===== config.mk =====
export PLATFORM = sky130hd
export DESIGN_NAME = writeback_unit_flat
export DESIGN_NICKNAME = d
export VERILOG_FILES = /design/src/rtl/writeback_if.sv /design/src/rtl/writeback_unit.sv /design/src/flat_wrapper.sv
export SDC_FILE = /design/constraint.sdc
export NUM_CORES = 1
export LEC_CHECK = 0
export CORE_MARGIN = 1
export CORE_UTILIZATION = 40
export DETAILED_ROUTE_END_ITERATION = 10
export GPL_ROUTABILITY_DRIVEN = 0
export GPL_TIMING_DRIVEN = 1
export PLACE_DENSITY_LB_ADDON = 0.05
export SLEW_MARGIN = 20
export SYNTH_ARGS = -nofsm -noshare
export SYNTH_HDL_FRONTEND = slang
export SYNTH_SLANG_ARGS = --single-unit
export TNS_END_PERCENT = 20

===== constraint.sdc =====
create_clock -name clk -period 5.1 [get_ports clk]
set_clock_uncertainty 0.2 [all_clocks]
set_input_delay 1.02 -clock clk [delete_from_list [all_inputs] [get_ports clk]]
set_output_delay 1.02 -clock clk [all_outputs]
set_load 0.1 [all_outputs]

===== src/rtl/writeback_if.sv =====
// writeback_if: ALU/load inputs and register-file write port of the writeback unit
interface writeback_if #(parameter int XLEN = 32, parameter int RD_W = 32, parameter int CNT_W = 16);
  logic             alu_valid;
  logic             alu_ready;
  logic [4:0]       alu_rd;
  logic [XLEN-1:0]  alu_value;
  logic             ld_valid;
  logic [4:0]       ld_rd;
  logic [2:0]       ld_funct3;
  logic [1:0]       ld_addr_lo;
  logic [XLEN-1:0]  ld_rdata;
  logic             wr_en;
  logic [RD_W-1:0]  rd;
  logic [XLEN-1:0]  rd_value;
  logic             fwd_valid;
  logic [4:0]       fwd_rd;
  logic [XLEN-1:0]  fwd_value;
  logic [1:0]       err;
  logic [CNT_W-1:0] stall_cnt;
  modport master (
    output alu_valid, alu_rd, alu_value, ld_valid, ld_rd, ld_funct3, ld_addr_lo, ld_rdata,
    input  alu_ready, wr_en, rd, rd_value, fwd_valid, fwd_rd, fwd_value, err, stall_cnt
  );
  modport slave (
    input  alu_valid, alu_rd, alu_value, ld_valid, ld_rd, ld_funct3, ld_addr_lo, ld_rdata,
    output alu_ready, wr_en, rd, rd_value, fwd_valid, fwd_rd, fwd_value, err, stall_cnt
  );
endinterface


===== src/rtl/writeback_unit.sv =====
// writeback_unit: merges ALU results and load data into one registered register-file write port
module writeback_unit #(
  parameter int XLEN  = 32,
  parameter int RD_W  = 32,
  parameter int CNT_W = 16
) (
  input logic        clk,
  input logic        rst,
  writeback_if.slave bus
);
  logic             r_skid_full, r_wr_en;
  logic [4:0]       r_skid_rd, r_rd;
  logic [XLEN-1:0]  r_skid_value, r_rd_value;
  logic [1:0]       r_err;
  logic [CNT_W-1:0] r_stall_cnt;
  logic [7:0]       w_byte;
  logic [15:0]      w_half;
  logic             w_sext, w_ld_ok, w_alu_acc, w_coll;
  logic [XLEN-1:0]  w_ld_value;
  always_comb begin
    w_byte     = 8'(bus.ld_rdata >> {bus.ld_addr_lo, 3'b000});
    w_half     = bus.ld_addr_lo[1] ? bus.ld_rdata[31:16] : bus.ld_rdata[15:0];
    w_sext     = !bus.ld_funct3[2];
    w_ld_ok    = (bus.ld_funct3 == 3'b010) ? (bus.ld_addr_lo == 2'b00) :
                 (bus.ld_funct3[1:0] == 2'b01) ? !bus.ld_addr_lo[0] :
                 (bus.ld_funct3[1:0] == 2'b00);
    w_ld_value = (bus.ld_funct3[1:0] == 2'b00) ? {{(XLEN-8){w_sext && w_byte[7]}}, w_byte} :
                 (bus.ld_funct3[1:0] == 2'b01) ? {{(XLEN-16){w_sext && w_half[15]}}, w_half} :
                 bus.ld_rdata;
  end
  assign w_alu_acc = bus.alu_valid && !r_skid_full;
  // a legal load overwriting the parked register makes the older skid value stale
  assign w_coll    = bus.ld_valid && w_ld_ok && r_skid_full && r_skid_rd != 5'd0 && bus.ld_rd == r_skid_rd;
  always_ff @(posedge clk or posedge rst) begin
    if (rst) begin
      r_wr_en      <= 1'b0;
      r_rd         <= 5'd0;
      r_rd_value   <= '0;
      r_skid_full  <= 1'b0;
      r_skid_rd    <= 5'd0;
      r_skid_value <= '0;
      r_err        <= 2'b00;
      r_stall_cnt  <= '0;
    end else begin
      if (bus.ld_valid) begin
        r_wr_en    <= w_ld_ok && bus.ld_rd != 5'd0;
        r_rd       <= bus.ld_rd;
        r_rd_value <= w_ld_value;
      end else if (r_skid_full) begin
        r_wr_en    <= r_skid_rd != 5'd0;
        r_rd       <= r_skid_rd;
        r_rd_value <= r_skid_value;
      end else begin
        r_wr_en    <= w_alu_acc && bus.alu_rd != 5'd0;
        r_rd       <= bus.alu_rd;
        r_rd_value <= bus.alu_value;
      end
      if (bus.ld_valid && w_alu_acc) begin
        r_skid_full  <= 1'b1;
        r_skid_rd    <= bus.alu_rd;
        r_skid_value <= bus.alu_value;
      end else if (w_coll || (!bus.ld_valid && r_skid_full)) begin
        r_skid_full <= 1'b0;
      end
      r_err <= r_err | {bus.ld_valid && !w_ld_ok, w_coll};
      if (bus.alu_valid && r_skid_full && r_stall_cnt != '1)
        r_stall_cnt <= r_stall_cnt + 1'b1;
    end
  end
  assign bus.alu_ready = !r_skid_full;
  assign bus.wr_en     = r_wr_en;
  assign bus.rd        = RD_W'(r_rd);
  assign bus.rd_value  = r_rd_value;
  assign bus.fwd_valid = r_skid_full && r_skid_rd != 5'd0;
  assign bus.fwd_rd    = r_skid_rd;
  assign bus.fwd_value = r_skid_value;
  assign bus.err       = r_err;
  assign bus.stall_cnt = r_stall_cnt;
endmodule


===== src/flat_wrapper.sv =====
// flat-port wrapper written by rule: the top's interface ports become plain ports
module writeback_unit_flat 
#(
  parameter int XLEN  = 32,
  parameter int RD_W  = 32,
  parameter int CNT_W = 16
)
  (clk, rst, bus_alu_valid, bus_alu_rd, bus_alu_value, bus_ld_valid, bus_ld_rd, bus_ld_funct3, bus_ld_addr_lo, bus_ld_rdata, bus_alu_ready, bus_wr_en, bus_rd, bus_rd_value, bus_fwd_valid, bus_fwd_rd, bus_fwd_value, bus_err, bus_stall_cnt);
  writeback_if #(.XLEN(XLEN), .RD_W(RD_W), .CNT_W(CNT_W)) bus_i ();
  input logic clk;
  input logic rst;
  input wire logic [$bits(bus_i.alu_valid)-1:0] bus_alu_valid;
  input wire logic [$bits(bus_i.alu_rd)-1:0] bus_alu_rd;
  input wire logic [$bits(bus_i.alu_value)-1:0] bus_alu_value;
  input wire logic [$bits(bus_i.ld_valid)-1:0] bus_ld_valid;
  input wire logic [$bits(bus_i.ld_rd)-1:0] bus_ld_rd;
  input wire logic [$bits(bus_i.ld_funct3)-1:0] bus_ld_funct3;
  input wire logic [$bits(bus_i.ld_addr_lo)-1:0] bus_ld_addr_lo;
  input wire logic [$bits(bus_i.ld_rdata)-1:0] bus_ld_rdata;
  output wire logic [$bits(bus_i.alu_ready)-1:0] bus_alu_ready;
  output wire logic [$bits(bus_i.wr_en)-1:0] bus_wr_en;
  output wire logic [$bits(bus_i.rd)-1:0] bus_rd;
  output wire logic [$bits(bus_i.rd_value)-1:0] bus_rd_value;
  output wire logic [$bits(bus_i.fwd_valid)-1:0] bus_fwd_valid;
  output wire logic [$bits(bus_i.fwd_rd)-1:0] bus_fwd_rd;
  output wire logic [$bits(bus_i.fwd_value)-1:0] bus_fwd_value;
  output wire logic [$bits(bus_i.err)-1:0] bus_err;
  output wire logic [$bits(bus_i.stall_cnt)-1:0] bus_stall_cnt;
  assign bus_i.alu_valid = bus_alu_valid;
  assign bus_i.alu_rd = bus_alu_rd;
  assign bus_i.alu_value = bus_alu_value;
  assign bus_i.ld_valid = bus_ld_valid;
  assign bus_i.ld_rd = bus_ld_rd;
  assign bus_i.ld_funct3 = bus_ld_funct3;
  assign bus_i.ld_addr_lo = bus_ld_addr_lo;
  assign bus_i.ld_rdata = bus_ld_rdata;
  assign bus_alu_ready = bus_i.alu_ready;
  assign bus_wr_en = bus_i.wr_en;
  assign bus_rd = bus_i.rd;
  assign bus_rd_value = bus_i.rd_value;
  assign bus_fwd_valid = bus_i.fwd_valid;
  assign bus_fwd_rd = bus_i.fwd_rd;
  assign bus_fwd_value = bus_i.fwd_value;
  assign bus_err = bus_i.err;
  assign bus_stall_cnt = bus_i.stall_cnt;
  writeback_unit #(.XLEN(XLEN), .RD_W(RD_W), .CNT_W(CNT_W)) u_core (.clk(clk), .rst(rst), .bus(bus_i));
endmodule

==> reports/metrics.cfg, run 1 <==
[clock_network]
htree_num_levels = 3
clk_root_buffer_cell = clkbuf_16
cts_resized = 0
cts_sinks = 94
cts_buffers = 9
cts_tree = built
cts_max_path_buffers = 2
hold_buffers = 0
clkTransAtPathRegs_ns = 0.06
post_cts_buffers = 0
clock_latency_ns = 0.33

[flow_run]
max_cap_viol_count = 0

[placement]
detailed_place_hpwl_um = 9990
portBuffers = 177
pre_cts_ws_ns = 1.55

[global_routing]
grt_pass1_vias = 3929
grtUsageTotal_pct = 22.5
grt_max_degree = 81
antenna_found_initial = 0
gr-total-overflow = 0
grt_first_pass_wirelength_um = 21800

[critical_path]
end_kind = output pin
critPathArrivalTime_ns = 2.67
crit_type = register to output pin
required_ns = 3.88
cp_max_fo = 5
start_kind = register

[synthesis]
syn_area_mm2 = 0.00485
yosys_register_bits = 94
synth_edf_count = 0
synth_cell_type_count = 47
syn_inst = 422
syn_area_per_cell_um2 = 11.5
yosys.area_share.simple_pct = 11.1
synth_compound_area_share_pct = 11.4
yosys_warnings = 0
synthArstFlopShare_pct = 100
synth_ff_type = dfrtp_1
synth-xor-area-share_pct = 3.43
yosysSeqAreaShare_pct = 48.5
synthMuxAreaShare_pct = 18.6
synth_top_family_by_area = multiplexers
synth-adder-area-share_pct = 0.258

[layout]
ff_latch_area_mm2 = 0.00235
drive_above_1_share_pct = 12.8
fillerInstances = 1024
fin_util_pct = 59.9
nets = 672
antenna_cells = 0
areaGrowthSynthToFinish_pct = 43.5
multi_input_area_mm2 = 0.00228

[timing]
fin_tns_setup_ns = 0
worst_pin_slew_ns = 1.03
max_clock_freq_mhz = 257
setup_viol = 0
fin_ws_ns = 1.21
final.period_utilization_pct = 76.4
finalCriticalPeriod_ns = 3.89
rsz0062_at_grt = no
finalMaxSlewViolations = 0
holdWs_ns = 0.261
max_slew_margin_pct = 31.3
hold_violations = 0

[die]
fp-row-count = 39
initial_utilization_pct = 41.8
die_h_um = 112
die_w_um = 112
dieArea_mm2 = 0.0126
core_mm2 = 0.0116
io_pins = 205

[drt]
vias_per_cell = 5.24
drtAntennaViolNets = 0
num_vias = 3854
routedWlPerCell_um = 18.8
drt_first_iter_violations = 183
drc = 16
dr.pass1.iters = 10
wl_um = 13800

[pwr]
power.total_w = 0.00322
ir_worst_vdd_v = 0.000503
p_leak_nw = 2.90
p_per_area_mw_per_mm2 = 463

[run_status]
outcome = complete, but fails checks
violations = design-rule violations

[min_path]
hp-class = register to register

## worst max-delay path: stages (launching register included)
cell and delay (ns):
dfrtp_1 0.42, or4_1 0.53, o21ai_0 0.34, inv_1 0.07
clkdlybuf4s50_1 0.97
## cells in the final DEF (no fill, tap or decap), types with 2 or more instances in the layout
| cell type | n |
|---|---|
| o211ai_1 | 18 |
| and2_1 | 15 |
| mux2_2 | 39 |
| xor2_1 | 9 |
| a22o_1 | 7 |
| clkbuf_16 | 9 |
| inv_1 | 4 |
| mux4_2 | 7 |
| buf_4 | 3 |
| clkdlybuf4s50_1 | 176 |
| nand3_1 | 8 |
| nand4_1 | 3 |
| a31oi_1 | 2 |
| mux2i_1 | 29 |
| a22oi_1 | 7 |
| nor2b_1 | 5 |
| a21o_1 | 2 |
| nand2_1 | 30 |
| or4_1 | 2 |
| a21oi_1 | 18 |
| bufinv_16 | 3 |
| nor3_1 | 5 |
| xnor2_1 | 10 |
| dfrtp_1 | 93 |
| or2_2 | 2 |
| a211oi_1 | 16 |
| conb_1 | 27 |
| nor3b_1 | 2 |
| nor4_1 | 4 |
| o21ai_0 | 7 |
| nor2_1 | 7 |
## cell type report
class	instances	share of cell area [%]
Tap cell	143	2.57
Multi-Input combinational cell	298	32.7
Inverter	5	0.342
Clock inverter	4	1.37
Clock buffer	11	3.49
Sequential cell	94	33.8
Timing Repair Buffer	180	25.7
## state kept, by name, summed over array words and instances, names as in the netlist
name and cells:
u_core.bus.stall_cnt 16, u_core.bus.rd_value 32, u_core.r_rd 5, u_core.bus.wr_en 1, u_core.bus.fwd_value 32, u_core.bus.err 2, u_core.r_skid_full 1, u_core.bus.fwd_rd 5
## layer usage
metal / share of wire, % / track usage, % / vias to the layer above
met2: 48 / 37.6 / 138
met3: 7.7 / 5.67 / 5
met5: 0 / 0 / -
met4: 0.58 / 4.80 / 0
li1: - / - / 1801
met1: 44 / 29.8 / 1910
## per-stage QoR
step           cells  area (µm²)
2_1_floorplan    448        4950
3_3_place_gp     720        6620
3_5_place_dp     720        6620
4_1_cts          735        6960
5_1_grt          735        6960
6_report         735        6960
## cells in the mapped netlist, types with 2 or more instances
master | number | area share (%)
nand2_1 | 31 | 2.4
buf_2 | 9 | 0.93
nand3_1 | 8 | 0.83
o21ai_0 | 7 | 0.72
buf_1 | 2 | 0.15
o211ai_1 | 18 | 2.8
mux2_2 | 39 | 9.1
a21oi_1 | 18 | 1.9
and2_1 | 15 | 1.9
dfrtp_1 | 94 | 48
a211oi_1 | 16 | 2.5
or4_1 | 2 | 0.31
xnor2_1 | 10 | 1.8
xor2_1 | 9 | 1.6
nor2_1 | 7 | 0.54
a22o_1 | 7 | 1.3
inv_1 | 5 | 0.39
nor3_1 | 5 | 0.52
mux2i_1 | 29 | 6.0
a21o_1 | 2 | 0.31
a22oi_1 | 7 | 1.1
clkbuf_1 | 13 | 1.0
nor4_1 | 4 | 0.52
nand4_1 | 3 | 0.39
buf_4 | 27 | 4.2
nor2b_1 | 5 | 0.64
nor3b_1 | 2 | 0.31
a31oi_1 | 2 | 0.26
mux4_2 | 7 | 3.2
or2_2 | 2 | 0.26
## path summary, 6_finish.rpt
check / start / to / slack, ns / cells after the start
worst max-delay path: u_core.bus.fwd_rd[1]$_DFFE_PP0P_ / bus_fwd_valid / 1.21 / 4
worst min-delay path: u_core.bus.err[1]$_DFF_PP0_ / u_core.bus.err[1]$_DFF_PP0_ / 0.26 / 1
worst max register to register: u_core.r_skid_full$_DFFE_PP0P_ / u_core.bus.fwd_value[27]$_DFFE_PP0P_ / 2.37 / 4
worst min register to register: u_core.bus.err[1]$_DFF_PP0_ / u_core.bus.err[1]$_DFF_PP0_ / 0.26 / 1
max in group asynchronous: rst / u_core.bus.rd_value[5]$_DFF_PP0_ / 2.98 / 3
min in group asynchronous: rst / u_core.bus.err[1]$_DFF_PP0_ / 1.00 / 2
## logic make-up (layout without fill, tap and decap cells)
group                      count (synthesis)  in the layout
and+or+nand+nor                           95             95
DFF                                       94             94
AOI/OAI and AO/OA                         80             80
muxes                                     76             76
buffers and inverters                     56            200
xor gates and xnor gates                  19             19
adders and majority gates                  1              1
other                                      1             27
## report_power, final
| group | internal, W | total, W | leakage, nW | switching [W] |
|---|---|---|---|---|
| logic | 0.000371 | 0.00150 | 1.60 | 0.00113 |
| clock network | 0.000490 | 0.000770 | 0.166 | 0.000281 |
| registers | 0.000857 | 0.000949 | 1.14 | 0.0000923 |
Note: power is estimated with default switching activity, not from simulation.
==> run 2, diff against run 1 <==
==> constraint.sdc (replaced) <==
create_clock -name clk -period 3.7 [get_ports clk]
set_clock_uncertainty 0.2 [all_clocks]
set_input_delay 0.74 -clock clk [delete_from_list [all_inputs] [get_ports clk]]
set_output_delay 0.74 -clock clk [all_outputs]
set_load 0.1 [all_outputs]
==> run 2 against run 1 <==
Effect of this change: the flow still finishes with violations (design-rule violations); sequential cell count did not move; sequential power rose by 38%; power rose by 36%; cell count rose by 0.68%; hold slack improved by 0.024 ns; global-route usage fell by 0.12 points.
==> reports/metrics.cfg, run 2 (synthesized netlist as in run 1, its figures left out) <==
[die]
core_mm2 = 0.0116  ; unchanged
io_pins = 205  ; unchanged
die_w_um = 112  ; unchanged
fp-row-count = 39  ; unchanged
initial_utilization_pct = 41.8  ; unchanged
dieArea_mm2 = 0.0126  ; unchanged
die_h_um = 112  ; unchanged

[layout]
nets = 676  ; +0.60%
final_cell_mix = clkdlybuf4s50_1 (142), dfrtp_1 (93), buf_4 (41)
antenna_cells = 0  ; unchanged
drive_above_1_share_pct = 19.3  ; +6.4 points
final_common_cell = clkdlybuf4s50_1
areaGrowthSynthToFinish_pct = 42.0

[pwr]
p_per_area_mw_per_mm2 = 634  ; +37%
p_leak_nw = 2.95  ; +1.6%
ir_worst_vdd_v = 0.000738  ; +47%

[drt]
dr.pass1.iters = 7  ; -3
drc = 17  ; +1
routedWlPerCell_um = 18.5  ; -1.4%
wl_um = 13700  ; -0.72%
drtAntennaViolNets = 0  ; unchanged
num_vias = 3948  ; +2.4%
vias_per_cell = 5.34  ; +1.7%
drt_first_iter_violations = 160  ; -13%

[critical_path]
crit_chain = or4_1 -> o21ai_0 -> inv_1 -> buf_4
endpoint = bus_fwd_valid
end_kind = output pin
crit_buf_inv = 2  ; unchanged
r2r_end = u_core.bus.fwd_value[14]$_DFFE_PP0P_
slowest_stage = or4_1
crit_type = register to output pin
critPathArrivalTime_ns = 1.97  ; -0.70 ns
cpPeakStageDelay_ns = 0.56  ; -0.41 ns
r2r_start = u_core.r_skid_full$_DFFE_PP0P_
start_kind = register
rrSetupSlack_ns = 1.37  ; -1.00 ns
crit_path_start = u_core.bus.fwd_rd[1]$_DFFE_PP0P_
cp_max_fo = 5  ; unchanged
required_ns = 2.76  ; -1.12 ns
cp.depth = 4  ; unchanged
worst_r2r_path_depth = 4  ; unchanged
crit_family = simple AND/OR/NAND/NOR gates

[placement]
detailed_place_hpwl_um = 10100  ; +1.3%
portBuffers = 177  ; unchanged
pre_cts_ws_ns = 0.758  ; -0.791 ns

[global_routing]
grt_max_degree = 49  ; -40%
grt_first_pass_wirelength_um = 21600  ; -0.88%
grt_pass1_vias = 4019  ; +2.3%
grtUsageTotal_pct = 22.4  ; -0.12 points
antenna_found_initial = 0  ; unchanged
gr-total-overflow = 0  ; unchanged

[clock_network]
htree_num_levels = 3  ; unchanged
cts_max_path_buffers = 2  ; unchanged
clk_root_buffer_cell = clkbuf_16
cts_sinks = 94  ; unchanged
cts_buffers = 9  ; unchanged
post_cts_buffers = 0  ; unchanged
cts_tree = built
clkTransAtPathRegs_ns = 0.07  ; about the same
hold_buffers = 0  ; unchanged
cts_resized = 0  ; unchanged
clock_latency_ns = 0.35  ; +0.02 ns

[timing]
finalMaxSlewViolations = 0  ; unchanged
final.period_utilization_pct = 78.6
rsz0062_at_grt = no
max_slew_margin_pct = 32.1  ; +0.75 points
worst_pin_slew_ns = 1.02  ; -0.0108 ns
fin_tns_setup_ns = 0  ; unchanged
setup_viol = 0  ; unchanged
fin_ws_ns = 0.793  ; -0.413 ns
holdWs_ns = 0.285  ; +0.0244 ns
finalCriticalPeriod_ns = 2.91
max_clock_freq_mhz = 344
hold_violations = 0  ; unchanged

[run_status]
outcome = complete, but fails checks
violations = design-rule violations

[min_path]
hp-class = register to register
hold_path_depth = 1  ; unchanged

[flow_run]
max_cap_viol_count = 0  ; unchanged

-- run 2: cell count changes in the layout (fill, tap and decap cells not counted) --
cell / before / now
clkdlybuf4s50_1: 176 / 142
clkinv_2: 1 / 0
clkinvlp_4: 0 / 3
buf_4: 3 / 41
inv_6: 1 / 0
inv_4: 0 / 1
bufinv_16: 3 / 2
-- run 2: final cells by class --
type                            count  area (µm²)
Clock buffer                       11         243
Fill cell                        1014        4720
Timing Repair Buffer              184        1730
Multi-Input combinational cell    298        2280
Clock inverter                      5        82.6
Tap cell                          143         179
Inverter                            5        21.3
Sequential cell                    94        2350
-- run 2: power breakdown --
part | internal (W) | switching, W | total (W)
clock | 0.000611 | 0.000398 | 0.00101
sequential | 0.00118 | 0.000131 | 0.00131
combinational | 0.000494 | 0.00155 | 0.00204
-- run 2: routing by layer --
metal	global-route usage, %	up-vias	wire length [µm]
li1	-	1815	-
met1	29.0	1951	5830
met3	5.94	17	1110
met4	8.98	0	250
met2	35.9	165	6540
met5	0	-	0
-- run 2: worst min path at each step --
stage,start,endpoint,slack (ns)
global placement,u_core.bus.err[1]$_DFF_PP0_,u_core.bus.err[1]$_DFF_PP0_,0.25
floorplan,u_core.r_skid_full$_DFFE_PP0P_,u_core.bus.rd_value[0]$_DFF_PP0_,0.58
CTS,u_core.bus.err[0]$_DFF_PP0_,u_core.bus.err[0]$_DFF_PP0_,0.28
finish,u_core.bus.err[1]$_DFF_PP0_,u_core.bus.err[1]$_DFF_PP0_,0.29
global route,u_core.bus.err[1]$_DFF_PP0_,u_core.bus.err[1]$_DFF_PP0_,0.32
detailed placement,u_core.bus.err[0]$_DFF_PP0_,u_core.bus.err[0]$_DFF_PP0_,0.25
-- run 2: per-stage QoR --
step | area (µm²) | cells | utilization, % | power [W]
global route | 6890 | 740 | 59.3 | 0.00451
detailed placement | 6560 | 724 | 56.5 | 0.00338
finish | 6890 | 740 | 59.3 | 0.00437
global placement | 6560 | 724 | 56.5 | 0.00337
floorplan | 4950 | 448 | - | 0.00289
CTS | 6890 | 740 | 59.3 | 0.00440
